### config.mk
export PLATFORM = sky130hd
export DESIGN_NAME = typing_session_ctrl
export DESIGN_NICKNAME = d
export VERILOG_FILES = /design/src/rtl/typing_pkg.sv /design/src/rtl/seq_divider.sv /design/src/rtl/typing_session_ctrl.sv
export SDC_FILE = /design/constraint.sdc
export NUM_CORES = 1
export LEC_CHECK = 0
export CORE_MARGIN = 2
export CORE_UTILIZATION = 25
export CTS_CLUSTER_DIAMETER = 80
export CTS_CLUSTER_SIZE = 8
export DETAILED_ROUTE_END_ITERATION = 10
export SKIP_CTS_REPAIR_TIMING = 1
export SYNTH_ARGS = -nofsm -noshare
export SYNTH_HDL_FRONTEND = slang
export SYNTH_HIERARCHICAL = 1
export SYNTH_SLANG_ARGS = --single-unit
### constraint.sdc
create_clock -name clk -period 10.9 [get_ports clk]
set_clock_uncertainty 0.1 [all_clocks]
set_input_delay 2.18 -clock clk [delete_from_list [all_inputs] [get_ports clk]]
set_output_delay 2.18 -clock clk [all_outputs]
set_load 0.02 [all_outputs]
### src/rtl/typing_pkg.sv
// Shared types and constants for the typing-game session controller.
// Contents: FSM state encoding, datapath widths, the WPM scale factor and
// a saturation helper that narrows a divider quotient to the WPM width.
package typing_pkg;

  typedef enum logic [1:0] {
    ST_IDLE      = 2'd0,
    ST_COUNTDOWN = 2'd1,
    ST_RUNNING   = 2'd2,
    ST_DONE      = 2'd3
  } state_t;

  localparam int WPM_SCALE  = 60000;  // 60 s/min * 10 tenths/s * 100 (two decimals)
  localparam int WORD_W     = 11;
  localparam int TIME_W     = 11;
  localparam int WPM_W      = 16;
  localparam int DIVIDEND_W = 27;
  localparam int DIV_CYCLES = 27;     // one quotient bit per clock

  // Clamp a full-width quotient to the WPM output width.
  function automatic logic [WPM_W-1:0] wpm_saturate(input logic [DIVIDEND_W-1:0] q);
    if (|q[DIVIDEND_W-1:WPM_W]) begin
      return {WPM_W{1'b1}};
    end else begin
      return q[WPM_W-1:0];
    end
  endfunction

endpackage

### src/rtl/seq_divider.sv
// Restoring sequential divider, 27-bit dividend by 11-bit divisor.
// Ports:
//   clk, reset          clock, synchronous active-high reset
//   start               load operands; the first quotient bit is resolved in
//                       the loading cycle, so done rises DIV_CYCLES clocks later
//   cancel              abandon any divide in flight (wins over start)
//   dividend, divisor   operands, sampled when start is high
//   busy                divide in progress
//   done                one-cycle pulse, quotient valid while high
//   quotient            result (divisor must be non-zero)
module seq_divider
  import typing_pkg::*;
(
  input  logic                  clk,
  input  logic                  reset,
  input  logic                  start,
  input  logic                  cancel,
  input  logic [DIVIDEND_W-1:0] dividend,
  input  logic [TIME_W-1:0]     divisor,
  output logic                  busy,
  output logic                  done,
  output logic [DIVIDEND_W-1:0] quotient
);

  // One restoring step: shift in the next dividend bit, subtract if it fits.
  // Returns {remainder, shifted quotient}.
  function automatic logic [TIME_W+DIVIDEND_W-1:0] div_step(
    input logic [TIME_W-1:0]     rem,
    input logic [DIVIDEND_W-1:0] quo,
    input logic [TIME_W-1:0]     dvs
  );
    logic [TIME_W:0] trial;
    trial = {rem, quo[DIVIDEND_W-1]};
    if (trial >= {1'b0, dvs}) begin
      trial = trial - {1'b0, dvs};
      return {trial[TIME_W-1:0], quo[DIVIDEND_W-2:0], 1'b1};
    end else begin
      return {trial[TIME_W-1:0], quo[DIVIDEND_W-2:0], 1'b0};
    end
  endfunction

  logic [TIME_W-1:0]            rem_r;
  logic [TIME_W-1:0]            dvs_r;
  logic [DIVIDEND_W-1:0]        quo_r;
  logic [4:0]                   cnt_r;
  logic                         busy_r;
  logic                         done_r;
  logic [TIME_W+DIVIDEND_W-1:0] first_s;
  logic [TIME_W+DIVIDEND_W-1:0] next_s;

  // Step results for a fresh launch and for the iteration in flight.
  always_comb begin
    first_s = div_step(TIME_W'(0), dividend, divisor);
    next_s  = div_step(rem_r, quo_r, dvs_r);
  end

  // Divider sequencing: load, iterate, pulse done on the last bit.
  always_ff @(posedge clk) begin
    if (reset) begin
      rem_r  <= '0;
      dvs_r  <= '0;
      quo_r  <= '0;
      cnt_r  <= 5'd0;
      busy_r <= 1'b0;
      done_r <= 1'b0;
    end else if (cancel) begin
      cnt_r  <= 5'd0;
      busy_r <= 1'b0;
      done_r <= 1'b0;
    end else if (start) begin
      {rem_r, quo_r} <= first_s;
      dvs_r          <= divisor;
      cnt_r          <= 5'(DIV_CYCLES - 1);
      busy_r         <= 1'b1;
      done_r         <= 1'b0;
    end else if (busy_r) begin
      {rem_r, quo_r} <= next_s;
      cnt_r          <= cnt_r - 5'd1;
      if (cnt_r == 5'd1) begin
        busy_r <= 1'b0;
        done_r <= 1'b1;
      end else begin
        done_r <= 1'b0;
      end
    end else begin
      done_r <= 1'b0;
    end
  end

  assign busy     = busy_r;
  assign done     = done_r;
  assign quotient = quo_r;

endmodule

### src/rtl/typing_session_ctrl.sv
// Session sequencer for the typing game: IDLE -> COUNTDOWN -> RUNNING -> DONE.
// Drives the stopwatch controls, counts finished words, times the session
// with its own 0.1 s tick and reports live/final WPM (x100) via seq_divider.
// Ports:
//   clk, reset      clock, synchronous active-high reset
//   start_btn       pulse: start a session from IDLE or DONE
//   word_complete   pulse per finished word
//   game_over_in    level: word list exhausted, ends the session
//   sw_reset        stopwatch clear (IDLE/COUNTDOWN)
//   sw_start        stopwatch run enable (RUNNING)
//   state           current state encoding
//   countdown       seconds left in COUNTDOWN, else 0
//   words           completed words, saturating
//   elapsed_tenths  RUNNING time in tenths of a second
//   wpm             WPM x100, saturating
//   wpm_valid       one-cycle pulse on each wpm update
module typing_session_ctrl
  import typing_pkg::*;
#(
  parameter int TICK_DIV     = 10_000_000,
  parameter int COUNTDOWN_S  = 3,
  parameter int TIME_LIMIT_S = 60,
  parameter int WORD_GOAL    = 25
) (
  input  logic              clk,
  input  logic              reset,
  input  logic              start_btn,
  input  logic              word_complete,
  input  logic              game_over_in,
  output logic              sw_reset,
  output logic              sw_start,
  output logic [1:0]        state,
  output logic [1:0]        countdown,
  output logic [WORD_W-1:0] words,
  output logic [TIME_W-1:0] elapsed_tenths,
  output logic [WPM_W-1:0]  wpm,
  output logic              wpm_valid
);

  localparam int                 PRESC_W       = (TICK_DIV > 1) ? $clog2(TICK_DIV) : 1;
  localparam logic [PRESC_W-1:0] PRESC_LAST    = PRESC_W'(TICK_DIV - 1);
  localparam logic [TIME_W-1:0]  ELAPSED_LIMIT = TIME_W'(TIME_LIMIT_S * 10);
  localparam logic [WORD_W-1:0]  WORD_LIMIT    = WORD_W'(WORD_GOAL);
  localparam logic [WORD_W-1:0]  WORD_MAX      = {WORD_W{1'b1}};
  localparam logic [1:0]         COUNT_START   = 2'(COUNTDOWN_S);

  state_t                state_r;
  logic [PRESC_W-1:0]    presc_r;
  logic [3:0]            tenth_r;
  logic [1:0]            countdown_r;
  logic [WORD_W-1:0]     words_r;
  logic [TIME_W-1:0]     elapsed_r;
  logic                  sw_reset_r;
  logic                  sw_start_r;
  logic                  div_launch_r;
  logic [DIVIDEND_W-1:0] div_dividend_r;
  logic [TIME_W-1:0]     div_divisor_r;
  logic [WPM_W-1:0]      wpm_r;
  logic                  wpm_valid_r;

  logic                  timing_s;
  logic                  tick_s;
  logic                  session_start_s;
  logic [WORD_W-1:0]     words_upd_s;
  logic [TIME_W-1:0]     elapsed_upd_s;
  logic                  finish_s;
  logic                  zero_launch_s;
  logic                  div_start_s;
  logic                  div_cancel_s;
  logic                  div_busy_s;
  logic                  div_done_s;
  logic [DIVIDEND_W-1:0] div_quotient_s;

  // Tick, post-update counter values and divider launch control.
  always_comb begin
    timing_s        = (state_r == ST_COUNTDOWN) || (state_r == ST_RUNNING);
    tick_s          = timing_s && (presc_r == PRESC_LAST);
    session_start_s = start_btn && ((state_r == ST_IDLE) || (state_r == ST_DONE));
    if (word_complete && (words_r != WORD_MAX)) begin
      words_upd_s = words_r + WORD_W'(1);
    end else begin
      words_upd_s = words_r;
    end
    if (tick_s) begin
      elapsed_upd_s = elapsed_r + TIME_W'(1);
    end else begin
      elapsed_upd_s = elapsed_r;
    end
    // Session end is judged on the values as they will be after this edge.
    finish_s = (elapsed_upd_s == ELAPSED_LIMIT) || (words_upd_s == WORD_LIMIT) || game_over_in;
    // A zero divisor never reaches the divider; it reports wpm=0 directly.
    zero_launch_s = div_launch_r && (div_divisor_r == '0);
    div_start_s   = div_launch_r && (div_divisor_r != '0) && !session_start_s;
    div_cancel_s  = div_busy_s && (session_start_s || zero_launch_s);
  end

  // 0.1 s prescaler, free-running only while the session clock matters.
  always_ff @(posedge clk) begin
    if (reset) begin
      presc_r <= '0;
    end else if (!timing_s || (presc_r == PRESC_LAST)) begin
      presc_r <= '0;
    end else begin
      presc_r <= presc_r + PRESC_W'(1);
    end
  end

  // Session FSM with counters, stopwatch controls and divide launches.
  always_ff @(posedge clk) begin
    if (reset) begin
      state_r        <= ST_IDLE;
      tenth_r        <= 4'd0;
      countdown_r    <= 2'd0;
      words_r        <= '0;
      elapsed_r      <= '0;
      sw_reset_r     <= 1'b1;
      sw_start_r     <= 1'b0;
      div_launch_r   <= 1'b0;
      div_dividend_r <= '0;
      div_divisor_r  <= '0;
    end else begin
      div_launch_r <= 1'b0;
      case (state_r)
        ST_IDLE, ST_DONE: begin
          if (session_start_s) begin
            state_r     <= ST_COUNTDOWN;
            tenth_r     <= 4'd0;
            countdown_r <= COUNT_START;
            words_r     <= '0;
            elapsed_r   <= '0;
            sw_reset_r  <= 1'b1;
            sw_start_r  <= 1'b0;
          end
        end
        ST_COUNTDOWN: begin
          if (tick_s) begin
            if (tenth_r == 4'd9) begin
              tenth_r <= 4'd0;
              // The second that would reach zero starts the game instead.
              if (countdown_r == 2'd1) begin
                state_r     <= ST_RUNNING;
                countdown_r <= 2'd0;
                sw_reset_r  <= 1'b0;
                sw_start_r  <= 1'b1;
              end else begin
                countdown_r <= countdown_r - 2'd1;
              end
            end else begin
              tenth_r <= tenth_r + 4'd1;
            end
          end
        end
        ST_RUNNING: begin
          words_r   <= words_upd_s;
          elapsed_r <= elapsed_upd_s;
          // Live divide on each tick; the final divide on exit uses the same
          // post-update operands and replaces anything still in flight.
          if (tick_s || finish_s) begin
            div_launch_r   <= 1'b1;
            div_dividend_r <= DIVIDEND_W'(words_upd_s) * DIVIDEND_W'(WPM_SCALE);
            div_divisor_r  <= elapsed_upd_s;
          end
          if (finish_s) begin
            state_r    <= ST_DONE;
            sw_start_r <= 1'b0;
          end
        end
        default: begin
          state_r <= ST_IDLE;
        end
      endcase
    end
  end

  // WPM result register and its update strobe.
  always_ff @(posedge clk) begin
    if (reset) begin
      wpm_r       <= '0;
      wpm_valid_r <= 1'b0;
    end else if (session_start_s) begin
      wpm_r       <= '0;
      wpm_valid_r <= 1'b0;
    end else if (zero_launch_s) begin
      wpm_r       <= '0;
      wpm_valid_r <= 1'b1;
    end else if (div_done_s && !div_launch_r) begin
      // A result landing alongside a new launch belongs to an abandoned divide.
      wpm_r       <= wpm_saturate(div_quotient_s);
      wpm_valid_r <= 1'b1;
    end else begin
      wpm_valid_r <= 1'b0;
    end
  end

  seq_divider u_div (
    .clk      (clk),
    .reset    (reset),
    .start    (div_start_s),
    .cancel   (div_cancel_s),
    .dividend (div_dividend_r),
    .divisor  (div_divisor_r),
    .busy     (div_busy_s),
    .done     (div_done_s),
    .quotient (div_quotient_s)
  );

  assign state          = state_r;
  assign countdown      = countdown_r;
  assign words          = words_r;
  assign elapsed_tenths = elapsed_r;
  assign sw_reset       = sw_reset_r;
  assign sw_start       = sw_start_r;
  assign wpm            = wpm_r;
  assign wpm_valid      = wpm_valid_r;

endmodule

Word-level counts from Yosys, hierarchy flattened. Cells that the tools add are included.

Add/subtract/negate cells: 8. Bitwise logic cells: 3. Muxes and demuxes: 47. $mul: 1. Order comparisons: 2. Equal/unequal tests: 15. Reduce and logical (&&, ||, !) cells: 41.

Operators with widths (number): 2-to-1 mux 38 bit (2); 2-to-1 mux 11 bit (5); 2-to-1 mux 27 bit (2); one-hot mux 11 bit (2 select lines) (2); adder 24 x 1 -> 24 bit (second input constant) (1); equality test 24 bit (second input constant) (1); adder 11 x 1 -> 11 bit (second input constant) (2); multiplier 11 x 11 -> 22 bit (second input constant) (1); 2-to-1 mux 2 bit (9); 2-to-1 mux 1 bit (16); 2-to-1 mux 16 bit (1); >= comparator 12 x 11 -> 1 bit (1); 2-to-1 mux 4 bit (3); equality test 11 x 10 -> 1 bit (second input constant) (1); equality test 11 x 5 -> 1 bit (second input constant) (1); >= comparator 1 x 11 -> 1 bit (1); logical NOT 11 bit (1); inequality test 11 bit (second input constant) (1); nonzero test 11 bit (1); OR reduction 11 bit (1); subtractor 1 x 11 -> 11 bit (1); subtractor 11 bit (1); 2-to-1 mux 5 bit (2); AND reduction 5 bit (2); other kinds (26) (58).

Register bits after elaboration: 163. Bits of input ports: 5. Output and inout bits: 45.

Depth between registers and ports, before layout.
Depth after elaboration: 9. Gate-level depth with buffers: 23. Mapped depth without buffers: 23.

By module. Netlist, hierarchy kept.

By module, submodules not included: typing_session_ctrl (seq. area each 2142.1 um^2, cells each 838, instances 1, area an instance 7324.5 um^2); seq_divider (seq. area each 1121.1 um^2, cells each 369, instances 1, area an instance 3104.2 um^2).

Least setup slack after synthesis. No wires, ideal clock.

Kind: input to register. Start point: input word_complete. End point: register div_dividend_r[25]. Arrival: 7.153 ns. Slack: 3.519 ns. Stages: 21. Buffers on the path: 0. Cell sequence: o41a_1 a31oi_1 inv_1 fa_1 inv_1 xnor2_1 ha_1 fa_1 inv_1 fa_1 fa_1 inv_1 ha_1 a21oi_1 a21boi_0 a311oi_1 o211ai_1 a31oi_1 xnor2_1 mux2i_1 nor2_1.

Word-level cells in the longest chain between the ends: 7. Elaborated cells between the ends (all ways): 8. Classes of those cells: mul: 1; eq/ne: 1; mux: 1; reduce/logical: 5.

Ends and longest elaborated chain: from (decl) (RTL line typing_session_ctrl.sv:28) `input logic word_complete,`; logical AND 1 bit (*) (RTL line typing_session_ctrl.sv:79) `if (word_complete && (words_r != WORD_MAX)) begin`; 2-to-1 mux 11 bit (*) (RTL line typing_session_ctrl.sv:79); parallel branches: the longest is 5 deep, another holds multiplier 11 x 11 -> 22 bit; to (signal assigned) (RTL line typing_session_ctrl.sv:160) `div_dividend_r <= DIVIDEND_W'(words_upd_s) * DIVIDEND_W'(WPM_SCALE);`; to (decl) (RTL line typing_session_ctrl.sv:56) `logic [DIVIDEND_W-1:0] div_dividend_r;`.

Mark *: on every way between the ends. A chain may end at the register's enable or synchronous reset.

Worst setup path in the final report. Same ends and word-level chain as after synthesis.

==> results.txt <==
via count = 8281
wire per inst = 13.7 µm
hold crit path type = reg -> reg
Area after DPL = 11400 µm²
Int Power = 1.04 mW
Fin. Hold Viols = 0
Mean Syn Cell Area = 8.64 µm²
Worst VDD drop = 0.0000905 V
Clock Pin Slew Worst Setup and Hold Paths = 0.07 ns
Commonest cells post-synth = nor2_1, dfxtp_1, inv_1
Num CTS Buffers = 17
H-tree depth = 4
Clock Tree Root = clkbuf_16
startpoint types = primary input
worst slew pin tran = 1.32 ns
synth unique cells = 75
Tot GR Track Use = 11.5%
maximum clock frequency = 0.124 GHz
Die Height = 208 µm
warnings from Yosys = 6
Clock Latency Late Sink = 0.43 ns
share of the synthesized area in the top cell type = 31.3%
Setup TNS = 0 ns
crit path cell chain = clkdlybuf4s50_1 -> o41a_1 -> a31oi_1 -> inv_1 -> fa_1 -> inv_1 -> xnor2_1 -> ha_1 -> fa_1 -> inv_1 -> fa_1 -> fa_1 -> inv_1 -> ha_1 -> a21oi_1 -> a21boi_0 -> a311oi_1 -> o211ai_1 -> a31oi_1 -> xnor2_1 -> mux2i_1 -> nor2_1
fin crit share = 74.1%
worst setup path start = word_complete
antenna fix cells = 0
Pins Over Slew Limit = 0
Reg power frac = 42.9%
Critical Path Sink Type = flop
Worst slew margin = 10.9%
Power Dens Cells = 122 nW/µm²
drt drc = 0
Final GP Congestion = 0.853
nets = 1368
HP Start = u_div/dvs_r[2]$_SDFFE_PP0P_
number of enable flip-flop cells after synthesis = 0
Post-DRT Antenna Nets = 0
CP peak stage delay = 0.55 ns
Clock Sinks = 163
Crit Path Class = in -> reg
DR vias/cell = 4.66
Initial DRT Pass Iterations = 5
Synth area leaders = dfxtp_1, ha_1, fa_1
Switch Pwr = 0.421 mW
Area Growth Syn to Fin = 15.2%
core box area = 41000 µm²
design area = 12000 µm²
final setup vio count = 0
count leader, synth = nor2_1
sw frac = 28.8%
vias in the first global route = 8146
FF-to-FF Start = words[0]$_SDFFE_PP0P_
CP max FO = 7
Clk network pwr share = 41.0%
global-route wire length before repair = 41300 µm
# rows = 74
full die area = 43400 µm²
final WL = 24400 µm
Worst path top cell family by delay = adder cells
initial core utilization = 25.4%
die width = 208 µm
cell taking the most area after synthesis = dfxtp_1
asr flop ratio synth = 0%
Comb pwr share = 16.1%
maxcap violations = 0
dominant synthesized flop cell = dfxtp_1
Seq cells post-synth = 163
Crit-path slowest cell = fa_1
Lkg Pwr = 4.92 nW
minimum clock period = 8.08 ns
unrepaired setup endpoints after global routing = false
WP data arrival = 8.28 ns
Critical Path RT = 11.09 ns
layout cells sized above 1 = 5.62%
Post-Syn Area = 10400 µm²
largest net degree at the start of global routing = 66
outcome = finished clean
initial drt markers = 384
Port-buffer cells = 49
I/O Pins = 50
Post-Syn Instances = 1207
sequential cell area fraction in the yosys report = 31.3%
gr ovfl total = 0
final HPWL from detailed placement = 18200 µm
CTS tree = done
clk buf depth = 2
initial antenna violation count = 0
crit path buf inv count = 5
## state kept, by name, indices dropped and copies added (netlist names), 11 cells and up
| register | count |
|---|---|
| u_div/quotient | 27 |
| presc_r | 24 |
| div_dividend_r | 22 |
| wpm | 16 |
| div_divisor_r | 11 |
| elapsed_tenths | 11 |
| u_div/dvs_r | 11 |
| u_div/rem_r | 11 |
| words | 11 |
## cell type report
cell class / count / area (µm²)
repair buffers: 57 / 548
fillers: 4273 / 29000
clock buffers: 20 / 457
inverters: 105 / 394
well taps: 532 / 666
flip-flops and latches: 163 / 3260
clock inverters: 12 / 130
multi-input cells: 889 / 6560
## final timing paths
check                                          to  slack (ns)  depth (start not counted)
setup reg to reg  div_dividend_r[25]$_SDFFE_PP0P_        3.77                         19
setup / recovery  div_dividend_r[25]$_SDFFE_PP0P_        2.82                         22
hold reg to reg       u_div/dvs_r[2]$_SDFFE_PP0P_        0.36                          2
hold / removal        u_div/dvs_r[2]$_SDFFE_PP0P_        0.36                          2
## kinds of logic after synthesis
| family | after synthesis | share of synthesized area [%] |
|---|---|---|
| AND/OR/NAND/NOR | 406 | 18.3 |
| XOR/XNOR | 72 | 6.05 |
| multiplexers | 69 | 6.71 |
| other | 1 | 0.0360 |
| AO/OA/AOI/OAI | 207 | 13.2 |
| flip-flops | 163 | 31.3 |
| adder cells (fa/ha/maj) | 130 | 18.1 |
| buffers and inverters | 159 | 6.32 |
## tightest hold or removal path: cells and delay by family (launching register included)
kind	cells	cell delay [ns]
DFF	1	0.31
and+or+nand+nor	1	0.05
AOI/OAI and AO/OA	1	0.05
## metrics by stage
step           power (mW)  std cells  utilization (%)  hold slack (ns)  setup WS (ns)
6_report             1.46       1778             29.3            0.356           2.82
5_1_grt              1.53       1778             29.3            0.397           2.37
4_1_cts              1.48       1778             29.3            0.357           2.87
3_5_place_dp        0.877       1746             27.9            0.348           2.44
3_3_place_gp        0.871       1746             27.9            0.345           2.61
2_1_floorplan       0.803       1211                -            0.330           3.52
## power groups by stage
stage | Combinational (mW) | Clock [mW] | Sequential (mW)
2_1_floorplan | 0.158 | 0 | 0.646
3_3_place_gp | 0.231 | 0 | 0.640
3_5_place_dp | 0.236 | 0 | 0.641
4_1_cts | 0.237 | 0.613 | 0.627
5_1_grt | 0.263 | 0.636 | 0.630
6_report | 0.235 | 0.600 | 0.627
## layout by cell type (no fill, tap or decap), types with 16 or more instances in the layout
cell type	Yosys	layout
a211oi_1	34	34
a21oi_1	56	56
clkbuf_16	0	17
clkdlybuf4s50_1	0	48
dfxtp_1	163	163
fa_1	35	35
ha_1	95	95
inv_1	104	104
mux2i_1	62	62
nand2_1	88	88
nand3_1	32	32
nand4_1	16	16
nor2_1	166	165
nor3_1	26	26
o21ai_0	40	40
o22ai_1	17	17
xnor2_1	38	38
xor2_1	34	34
## per-layer routing
layer / track usage [%] / share of wire, %
met1: 16.6 / 53
met2: 17.8 / 43
met3: 1.51 / 2.9
met4: 3.47 / 1.3
met5: 0 / 0
Power figures use the tool's default switching activity.
